### src/rtl/mul_sequencer_pkg.sv
// mul_sequencer_pkg: shared CPU ALU decode constants and multiplier FSM states
package mul_sequencer_pkg;
   typedef enum logic [1:0] {IDLE, RUN, DONE} state_t;
   localparam logic [2:0] ALU_CTRL_AND = 3'b000;
   localparam logic [2:0] ALU_CTRL_OR  = 3'b001;
   localparam logic [2:0] ALU_CTRL_ADD = 3'b010;
   localparam logic [2:0] ALU_CTRL_SUB = 3'b110;
   localparam logic [2:0] ALU_CTRL_MUL = 3'b111;
   localparam logic [5:0] FUNCT_MUL    = 6'b011000;
endpackage

### src/rtl/mul_sequencer_if.sv
// mul_sequencer_if: EX-stage request/stall/result bundle for the multiplier
interface mul_sequencer_if #(parameter int WIDTH = 32);
   logic             start_i;
   logic             flush_i;
   logic [WIDTH-1:0] src1_i;
   logic [WIDTH-1:0] src2_i;
   logic             stall_o;
   logic             busy_o;
   logic             done_o;
   logic [WIDTH-1:0] result_o;
   modport master (output start_i, flush_i, src1_i, src2_i, input stall_o, busy_o, done_o, result_o);
   modport slave  (input start_i, flush_i, src1_i, src2_i, output stall_o, busy_o, done_o, result_o);
endinterface

### src/rtl/mul_datapath.sv
// mul_datapath: shift-add registers, one multiplier bit per step, plus held result
module mul_datapath #(parameter int WIDTH = 32) (
   input  logic             clk_i,
   input  logic             rst_i,
   input  logic             load,
   input  logic             step,
   input  logic             capture,
   input  logic [WIDTH-1:0] src1,
   input  logic [WIDTH-1:0] src2,
   output logic [WIDTH-1:0] acc,
   output logic [WIDTH-1:0] res
);
   logic [WIDTH-1:0] mcand, mplier;
   // load operands on accept, add-and-shift per step, keep result once captured
   always_ff @(posedge clk_i) begin
      if (rst_i) begin
         mcand  <= '0;
         mplier <= '0;
         acc    <= '0;
         res    <= '0;
      end else begin
         if (load) begin
            mcand  <= src1;
            mplier <= src2;
            acc    <= '0;
         end else if (step) begin
            acc    <= acc + (mplier[0] ? mcand : '0);
            mcand  <= mcand << 1;
            mplier <= mplier >> 1;
         end
         if (capture) res <= acc;
      end
   end
endmodule

### src/rtl/mul_sequencer.sv
// mul_sequencer: MUL stall controller and iteration FSM around mul_datapath
module mul_sequencer
   import mul_sequencer_pkg::*;
#(parameter int WIDTH = 32) (
   input logic           clk_i,
   input logic           rst_i,
   mul_sequencer_if.slave bus
);
   localparam int CW = (WIDTH > 1) ? $clog2(WIDTH) : 1;
   state_t state, state_n;
   logic [CW-1:0] cnt;
   logic accept, step, done, last;
   logic [WIDTH-1:0] acc, res;
   // state register
   always_ff @(posedge clk_i) begin
      if (rst_i) state <= IDLE;
      else state <= state_n;
   end
   // next state and handshake decode; flush wins over everything but reset
   always_comb begin
      accept  = state == IDLE && bus.start_i && !bus.flush_i;
      step    = state == RUN && !bus.flush_i;
      done    = state == DONE && !bus.flush_i;
      last    = cnt == CW'(WIDTH - 1);
      state_n = bus.flush_i ? IDLE :
                state == IDLE ? (accept ? RUN : IDLE) :
                state == RUN  ? (last ? DONE : RUN) : IDLE;
   end
   // iteration counter, cleared on accept
   always_ff @(posedge clk_i) begin
      if (rst_i || accept) cnt <= '0;
      else if (step) cnt <= cnt + 1'b1;
   end
   mul_datapath #(.WIDTH(WIDTH)) u_dp (
      .clk_i  (clk_i),
      .rst_i  (rst_i),
      .load   (accept),
      .step   (step),
      .capture(done),
      .src1   (bus.src1_i),
      .src2   (bus.src2_i),
      .acc    (acc),
      .res    (res)
   );
   assign bus.stall_o  = accept || state == RUN;
   assign bus.busy_o   = state == RUN;
   assign bus.done_o   = done;
   assign bus.result_o = done ? acc : res;
endmodule

### src/flat_wrapper.sv
// flat-port wrapper written by rule: the top's interface ports become plain ports
module mul_sequencer_flat import mul_sequencer_pkg::*;
#(parameter int WIDTH = 32)
  (clk_i, rst_i, bus_start_i, bus_flush_i, bus_src1_i, bus_src2_i, bus_stall_o, bus_busy_o, bus_done_o, bus_result_o);
  mul_sequencer_if #(.WIDTH(WIDTH)) bus_i ();
  input logic clk_i;
  input logic rst_i;
  input wire logic [$bits(bus_i.start_i)-1:0] bus_start_i;
  input wire logic [$bits(bus_i.flush_i)-1:0] bus_flush_i;
  input wire logic [$bits(bus_i.src1_i)-1:0] bus_src1_i;
  input wire logic [$bits(bus_i.src2_i)-1:0] bus_src2_i;
  output wire logic [$bits(bus_i.stall_o)-1:0] bus_stall_o;
  output wire logic [$bits(bus_i.busy_o)-1:0] bus_busy_o;
  output wire logic [$bits(bus_i.done_o)-1:0] bus_done_o;
  output wire logic [$bits(bus_i.result_o)-1:0] bus_result_o;
  assign bus_i.start_i = bus_start_i;
  assign bus_i.flush_i = bus_flush_i;
  assign bus_i.src1_i = bus_src1_i;
  assign bus_i.src2_i = bus_src2_i;
  assign bus_stall_o = bus_i.stall_o;
  assign bus_busy_o = bus_i.busy_o;
  assign bus_done_o = bus_i.done_o;
  assign bus_result_o = bus_i.result_o;
  mul_sequencer #(.WIDTH(WIDTH)) u_core (.clk_i(clk_i), .rst_i(rst_i), .bus(bus_i));
endmodule
### config.mk
export PLATFORM = sky130hd
export DESIGN_NAME = mul_sequencer_flat
export DESIGN_NICKNAME = d
export VERILOG_FILES = /design/src/rtl/mul_sequencer_pkg.sv /design/src/rtl/mul_sequencer_if.sv /design/src/rtl/mul_datapath.sv /design/src/rtl/mul_sequencer.sv /design/src/flat_wrapper.sv
export SDC_FILE = /design/constraint.sdc
export NUM_CORES = 1
export LEC_CHECK = 0
export CAP_MARGIN = 0
export CORE_UTILIZATION = 45
export CTS_CLUSTER_SIZE = 20
export DETAILED_ROUTE_END_ITERATION = 12
export PLACE_DENSITY = 0.74
export SYNTH_ARGS = -nofsm -noshare
export SYNTH_HDL_FRONTEND = slang
export SYNTH_SLANG_ARGS = --single-unit
### constraint.sdc
create_clock -name clk_i -period 3.3 [get_ports clk_i]
set_clock_uncertainty 0.05 [all_clocks]
set_input_delay 0.33 -clock clk_i [delete_from_list [all_inputs] [get_ports clk_i]]
set_output_delay 0.33 -clock clk_i [all_outputs]
set_load 0.02 [all_outputs]
==> parameters.txt, run 1 <==
Parameter                              Value

Run status
  Result of the run    finished, final reports clean

Die
  Floorplan row count    46
  Core ar.    0.01589 mm²
  I/O pin count    between 100 and 150
  Area enclosed by the die boundary    0.01680 mm²
  Die Height    129.6 µm
  Overall die width    129.6 µm
  Initial Utilization    46.12%

Yosys
  Syn Area/Cell    8.096 µm²
  Total standard cell area after synthesis    0.007327 mm²
  Cell taking the most area after synthesis    sky130_fd_sc_hd__dfxtp_1
  Synthesized instance count    905
  Synth warn    0
  Fraction of synthesis flops using an asynchronous set or reset pin    0%
  Synthesis-stage register bit count    135
  Dominant register cell in the synthesized netlist    sky130_fd_sc_hd__dfxtp_1
  Post-synthesis net count    slightly above 1000
  Cells taking the most area after synthesis    sky130_fd_sc_hd__dfxtp_1 37%, sky130_fd_sc_hd__nand2_1 10%, sky130_fd_sc_hd__a311oi_1 7.5%
  Area share of the leading cell type in the synthesized netlist    36.89%
  Sequential-to-total area share from yosys stat    ~37%
  Distinct cell type count after synthesis    64
  Number of enable flip-flop cells after synthesis    0

Hold path
  Startpoint of the tightest hold check path    rst_i
  Worst Hold Class    in2reg
  Worst Hold Depth    2
  Destination of the worst hold path    u_core.u_dp.res[6]

Pwr
  Leakage component of the power    3.533 nW
  Sw frac    24.09%
  Reported net switching power    approximately 950 µW
  VDD IR max    ~0.00033 V
  Sequential share of power    between 40% and 50%
  Combinational fraction of design power    roughly 7.6%
  PwrDens    436.4 mW/mm²
  Internal power component    2.994 mW
  Part of the total power dissipated in the clock network    between 40% and 50%

Critical path
  R2R cell count    12
  R2R Setup Slk    0.19 ns
  Critical path data arrival time    approximately 3.4 ns
  Data required time of the critical path    roughly 3.6 ns
  Kind of end point of the critical path    register
  Crit start category    register
  Reg2reg end    u_core.u_dp.acc[28]
  Startpoint of the worst-slack reg-to-reg timing path    u_core.u_dp.mcand[0]
  Critical path class    reg2reg
  CP Max Fanout    3

Global route
  GRT Total Usage    ~22%
  Initial antenna violation count    0
  Number of global-route vias before repair    6057
  Wire length of the first global-routing pass    29.15 mm
  Grt total ovfl    0
  Pin count of the biggest net entering global routing    just under 60

Drt
  WL final    approximately 18 mm
  Iteration count of the initial detailed-routing pass    5
  Initial DRC Count    ~380
  Routed Antenna Nets    0
  Residual DRC count    0
  Total via count after detailed routing    6550
  Final routed wire length divided by cell count    14.66 µm
  Number of vias per cell after detailed routing    5.427

Clocking
  Inserted Clock Buffers    17
  Clock sinks    135
  Buffer type at the clock tree root    sky130_fd_sc_hd__clkbuf_16
  TritonCTS clock tree    built
  Post-CTS clock slew at the launch and capture registers of the worst setup and hold paths    0.06 ns
  Number of H-tree levels    4
  Clock latency of the later-clocked register in the worst-skew pair    between 0.4 and 0.5 ns
  Maximum number of buffers from clock root to sink    2

Timing
  Clock period minus final worst setup slack    3.113 ns
  Final TNS setup    0 ns
  Top achievable clock speed    around 320 MHz
  Worst-Margin Slew    between 0.6 and 0.7 ns
  Total count of max-transition violations in the final report    0
  Setup repair after global routing missed its margin    no
  Worst-case hold slack    0.3389 ns
  Ratio of final minimum period to clock period    94.34%
  Final Hold Viols    0
  Worst slew margin relative to its limit    57.61%
  Setup-failing EPs final    0

Cells and area
  Area growth syn-to-layout    23.34%
  Leading cell type in the layout, fill and taps excluded    sky130_fd_sc_hd__nand2_1
  Number of diodes added for antenna fixing    0
  Nets@finish    approximately 1100
  Area of all placed cells without fillers    roughly 0.0090 mm²
  Ratio of cells with drive above 1 in the final layout    about a tenth
  Commonest cells after routing, fill and taps aside    197 x sky130_fd_sc_hd__nand2_1, 135 x sky130_fd_sc_hd__dfxtp_1, 101 x sky130_fd_sc_hd__clkdlybuf4s50_1

Placement
  Half-perimeter wire length of the detailed placement result    11.92 mm
  Placer's final routability congestion estimate    0.8530
  Post-place instance area    0.008433 mm²
  Quantity of I/O buffers inserted on ports    102

Job
  Number of violations of the max-capacitance limit    0
[logic make-up (layout without fill, tap and decap cells)]
| logic type | Yosys count | after routing | synth area share, % |
|---|---|---|---|
| simple gates | 412 | 412 | 25.58 |
| compound gates | 191 | 191 | 18.56 |
| flops | 135 | 135 | 36.89 |
| buf+inv | 74 | 160 | 4.901 |
| fa+ha+maj | 34 | 34 | 5.909 |
| mux | 33 | 33 | 5.055 |
| xor+xnor | 26 | 26 | 3.108 |
[cells in the mapped netlist, types with 16 or more instances]
library cell,number
sky130_fd_sc_hd__nand2_1,197
sky130_fd_sc_hd__dfxtp_1,135
sky130_fd_sc_hd__nor2_1,85
sky130_fd_sc_hd__a311oi_1,63
sky130_fd_sc_hd__clkbuf_1,54
sky130_fd_sc_hd__a21oi_1,51
sky130_fd_sc_hd__and2_1,33
sky130_fd_sc_hd__ha_1,33
sky130_fd_sc_hd__nor2b_1,33
sky130_fd_sc_hd__mux2_2,32
sky130_fd_sc_hd__o21ai_0,19
sky130_fd_sc_hd__a21o_1,16
[power groups by stage]
stage / clock (mW) / combinational (mW) / sequential (mW)
after floorplan: 0 / 0.173 / 1.75
after global placement: 0 / 0.294 / 1.76
after detailed placement: 0 / 0.298 / 1.76
after CTS: 1.94 / 0.301 / 1.72
after global routing: 2.02 / 0.329 / 1.73
final: 1.92 / 0.299 / 1.73
[through the flow]
| step | setup slack (ns) | util [%] | power (mW) | std cells |
|---|---|---|---|---|
| 2_1_floorplan | 0.2085 | - | 1.920 | 905 |
| 4_1_cts | 0.1154 | 56.85 | 3.969 | 1207 |
| 3_3_place_gp | 0.2130 | 53.09 | 2.053 | 1175 |
| 5_1_grt | 0.04423 | 56.89 | 4.083 | 1207 |
| 3_5_place_dp | 0.1442 | 53.09 | 2.057 | 1175 |
| 6_report | 0.1867 | 56.89 | 3.944 | 1207 |
[sequential cells by signal (all words and copies together), names as in the netlist]
| signal | count |
|---|---|
| u_core.u_dp.acc | 32 |
| u_core.u_dp.mcand | 32 |
| u_core.u_dp.mplier | 32 |
| u_core.u_dp.res | 32 |
| u_core.cnt | 5 |
| u_core.state | 2 |
[layout make-up]
| class | count | area [µm²] |
|---|---|---|
| clock inverters | 12 | 141.4 |
| fillers | 1501 | 6848 |
| clock buffers | 20 | 456.7 |
| repair buffers | 118 | 1139 |
| flip-flops and latches | 135 | 2703 |
| multi-input cells | 696 | 4290 |
| inverters | 10 | 37.54 |
| well taps | 216 | 270.3 |
[worst max-delay path by stage]
stage                           to                   from  depth (start not counted)
6_report       u_core.u_dp.acc[28]   u_core.u_dp.mcand[0]                         12
3_3_place_gp   u_core.u_dp.acc[28]   u_core.u_dp.mcand[0]                         12
2_1_floorplan  u_core.u_dp.acc[28]  u_core.u_dp.mplier[0]                         13
3_5_place_dp   u_core.u_dp.acc[28]   u_core.u_dp.mcand[0]                         12
5_1_grt        u_core.u_dp.acc[28]   u_core.u_dp.mcand[0]                         12
4_1_cts        u_core.u_dp.acc[28]   u_core.u_dp.mcand[0]                         12
[critical path, stage by stage, from the launching register on]
cell	delay [ns]
sky130_fd_sc_hd__dfxtp_1	0.33
sky130_fd_sc_hd__and2_1	0.16
sky130_fd_sc_hd__ha_1	0.22
sky130_fd_sc_hd__fa_2	0.36
sky130_fd_sc_hd__a21o_1	0.20
sky130_fd_sc_hd__nand4_1	0.15
sky130_fd_sc_hd__a21boi_2	0.11
sky130_fd_sc_hd__a221oi_2	0.31
sky130_fd_sc_hd__nor4_1	0.10
sky130_fd_sc_hd__or4_4	0.51
sky130_fd_sc_hd__a221o_1	0.32
sky130_fd_sc_hd__a21o_1	0.19
sky130_fd_sc_hd__nand3_2	0.05
[routing by layer]
layer / global-route usage (%) / wire, µm
met4: 6.224 / 161
met3: 5.409 / 703
met2: 35.33 / 8324
met1: 28.48 / 8507
met5: 0 / 0
[what timing repair did]
| action | in CTS | in global routing |
|---|---|---|
| hold buffers | 0 | 0 |
| buffers inserted | 0 | 0 |
| resized for setup | 0 | 2 |
| setup endpoints to repair | 0 | 1 |
No activity file was read; power rests on OpenSTA's default activity.
==> run 2: changes to the inputs <==
SLEW_MARGIN = 20   (was unset)
==> results of run 2 <==
Final layout, timing and power as in run 1 (identical DEF).
==> run 3: changes to the inputs <==
RECOVER_POWER = 25   (was unset)
SETUP_SLACK_MARGIN = 0.02   (was unset)
==> run 3 against run 2 <==
Register-to-register slack is essentially flat; non-clock buffer count is the same; worst hold slack gained 0.013 ns; sequential share of layout area is essentially flat; die area is the same; setup slack gained 0.0086 ns.
==> parameters.txt, run 3 (synthesized netlist as in run 1, its figures left out) <==
Parameter                              Value

Run status
  Result of the run    finished, final reports clean (unchanged)

Critical path
  R2R cell count    12 (unchanged)
  Maximum single-stage delay on the critical path    0.51 ns (about the same)
  Crit start category    register (unchanged)
  CP max stage cell    sky130_fd_sc_hd__or4_4 (unchanged)
  Ordered list of cells on the worst path    and2_1 -> ha_1 -> fa_2 -> a21o_1 -> nand4_1 -> a21boi_2 -> a221oi_2 -> nor4_1 -> or4_4 -> a221o_1 -> a21o_1 -> nand3_2 (unchanged)
  Kind of end point of the critical path    register (unchanged)
  Critical path data arrival time    3.42 ns (was 3.43 ns)
  CP Max Fanout    3 (unchanged)
  Data required time of the critical path    3.62 ns (about the same)
  Startpoint of the worst-slack reg-to-reg timing path    u_core.u_dp.mcand[0] (unchanged)
  R2R Setup Slk    0.20 ns (was 0.19 ns)
  Reg2reg end    u_core.u_dp.acc[28] (unchanged)
  Most repeated library cell on the critical path    sky130_fd_sc_hd__a21o_1 (unchanged)
  Critical path class    reg2reg (unchanged)

Drt
  Total via count after detailed routing    6538 (was 6550)
  Final routed wire length divided by cell count    14.63 µm (was 14.66 µm)
  Residual DRC count    0 (unchanged)
  Iteration count of the initial detailed-routing pass    6 (was 5)
  WL final    17.66 mm (was 17.70 mm)
  Routed Antenna Nets    0 (unchanged)
  Number of vias per cell after detailed routing    5.417 (was 5.427)
  Initial DRC Count    365 (was 383)

Global route
  Number of global-route vias before repair    6057 (unchanged)
  Met3 Usage GRT    5.409% (unchanged)
  Met1 layer usage reported by global route    28.48% (unchanged)
  Initial antenna violation count    0 (unchanged)
  Pin count of the biggest net entering global routing    59 (unchanged)
  Grt total ovfl    0 (unchanged)
  GRT Total Usage    21.74% (unchanged)
  Most used routing layer    met2 (unchanged)
  GR Util met2    35.33% (unchanged)
  Wire length of the first global-routing pass    29.15 mm (unchanged)

Timing
  Worst slew margin relative to its limit    26.55% (was 57.61%)
  Ratio of final minimum period to clock period    94.08% (was 94.34%)
  Setup repair after global routing missed its margin    no (unchanged)
  Total count of max-transition violations in the final report    0 (unchanged)
  Clock period minus final worst setup slack    3.105 ns (was 3.113 ns)
  Worst-Margin Slew    1.102 ns (was 0.6270 ns)
  Final Hold Viols    0 (unchanged)
  Setup-failing EPs final    0 (unchanged)
  Top achievable clock speed    322.1 MHz (was 321.2 MHz)
  Worst-case hold slack    0.3517 ns (was 0.3389 ns)
  Final TNS setup    0 ns (unchanged)

Cells and area
  Commonest cells after routing, fill and taps aside    197 x sky130_fd_sc_hd__nand2_1, 135 x sky130_fd_sc_hd__dfxtp_1, 100 x sky130_fd_sc_hd__clkdlybuf4s50_1 (was 197 x sky130_fd_sc_hd__nand2_1, 135 x sky130_fd_sc_hd__dfxtp_1, 101 x sky130_fd_sc_hd__clkdlybuf4s50_1)
  Number of diodes added for antenna fixing    0 (unchanged)
  Area of all sequential standard cells    0.002703 mm² (unchanged)
  Area growth syn-to-layout    23.21% (was 23.34%)
  Leading cell type in the layout, fill and taps excluded    sky130_fd_sc_hd__nand2_1 (unchanged)
  Ratio of cells with drive above 1 in the final layout    8.981% (was 9.788%)
  Multi-input logic area    0.004283 mm² (was 0.004290 mm²)
  Core Util, Final    56.83% (was 56.89%)
  FILL cells    1503 (was 1501)
  Nets@finish    1080 (unchanged)
  Area of all placed cells without fillers    0.009027 mm² (was 0.009037 mm²)

Hold path
  Worst Hold Class    in2reg (unchanged)
  Startpoint of the tightest hold check path    rst_i (unchanged)
  Worst Hold Depth    2 (unchanged)
  Destination of the worst hold path    u_core.u_dp.res[2] (was u_core.u_dp.res[6])

Die
  Overall die width    129.6 µm (unchanged)
  Core ar.    0.01589 mm² (unchanged)
  I/O pin count    103 (unchanged)
  Floorplan row count    46 (unchanged)
  Area enclosed by the die boundary    0.01680 mm² (unchanged)
  Initial Utilization    46.12% (unchanged)
  Die Height    129.6 µm (unchanged)

Clocking
  Inserted Clock Buffers    17 (unchanged)
  Buffer type at the clock tree root    sky130_fd_sc_hd__clkbuf_16 (unchanged)
  Clock sinks    135 (unchanged)
  Post_cts resized    0 (unchanged)
  Clock latency of the later-clocked register in the worst-skew pair    0.43 ns (about the same)
  Maximum number of buffers from clock root to sink    2 (unchanged)
  Quantity of hold-fixing buffers added after cts    0 (unchanged)
  Number of H-tree levels    4 (unchanged)
  Post-CTS clock slew at the launch and capture registers of the worst setup and hold paths    0.06 ns (about the same)
  Post CTS Setup Buffer Count    0 (unchanged)
  TritonCTS clock tree    built (unchanged)

Placement
  Post-place instance area    0.008433 mm² (unchanged)
  Half-perimeter wire length of the detailed placement result    11.92 mm (unchanged)
  Placer's final routability congestion estimate    0.8530 (unchanged)
  Quantity of I/O buffers inserted on ports    102 (unchanged)

Pwr
  PwrDens    436.7 mW/mm² (was 436.4 mW/mm²)
  VDD IR max    0.0003310 V (was 0.0003312 V)
  Leakage component of the power    3.537 nW (was 3.533 nW)

Job
  Number of violations of the max-capacitance limit    0 (unchanged)
==> run 3: cell count changes in the layout (fill, tap and decap cells not counted) <==
cell and change:
sky130_fd_sc_hd__nor3b_1 +1, sky130_fd_sc_hd__or2_4 -1, sky130_fd_sc_hd__clkdlybuf4s50_1 -1, sky130_fd_sc_hd__clkbuf_2 +1, sky130_fd_sc_hd__nor3b_2 -1, sky130_fd_sc_hd__mux2_2 -6, sky130_fd_sc_hd__buf_4 -1, sky130_fd_sc_hd__mux2_1 +6
sky130_fd_sc_hd__or2_1 +1, sky130_fd_sc_hd__dlygate4sd3_1 +1
==> run 3: area by class of cell <==
| cell class | count | share of cell area [%] |
|---|---|---|
| Timing Repair Buffer | 118 | 12.58 |
| Multi-Input combinational cell | 696 | 47.44 |
| Inverter | 10 | 0.4158 |
| Sequential cell | 135 | 29.94 |
| Tap cell | 216 | 2.994 |
| Clock inverter | 12 | 1.566 |
| Clock buffer | 20 | 5.059 |
==> run 3: worst max-delay path by stage <==
stage	from	endpoint	slack, ns	cells past startpoint
2_1_floorplan	u_core.u_dp.mplier[0]	u_core.u_dp.acc[28]	0.21	13
3_3_place_gp	u_core.u_dp.mcand[0]	u_core.u_dp.acc[28]	0.21	12
3_5_place_dp	u_core.u_dp.mcand[0]	u_core.u_dp.acc[28]	0.14	12
4_1_cts	u_core.u_dp.mcand[0]	u_core.u_dp.acc[28]	0.12	12
5_1_grt	u_core.u_dp.mcand[0]	u_core.u_dp.acc[28]	0.04	12
6_report	u_core.u_dp.mcand[0]	u_core.u_dp.acc[28]	0.20	12
==> run 3: report_power, final <==
| group | total (mW) | switching [mW] | internal, mW |
|---|---|---|---|
| combinational | 0.298 | 0.157 | 0.142 |
| sequential | 1.73 | 0.0374 | 1.69 |
| clock | 1.92 | 0.755 | 1.16 |
==> run 3: worst max-delay path: cells and delay by family, from the launching register on <==
family,cells,cell delay [ns]
AO/OA/AOI/OAI,5,1.12
adder cells (fa/ha/maj),2,0.58
flip-flops,1,0.33
AND/OR/NAND/NOR,5,0.96
==> run 3: metrics by stage <==
step | setup WS, ns | instances | power, mW
CTS | 0.1154 | 1207 | 3.969
floorplan | 0.2085 | 905 | 1.920
detailed placement | 0.1442 | 1175 | 2.057
finish | 0.1952 | 1207 | 3.942
global placement | 0.2130 | 1175 | 2.053
global route | 0.04025 | 1207 | 4.082
==> run 3: routing by layer <==
layer  routed length [µm]  part of all wire (%)
met1                 8536                    48
met2                 8288                    47
met3                  697                   3.9
met4                  140                  0.79
met5                    0                     0
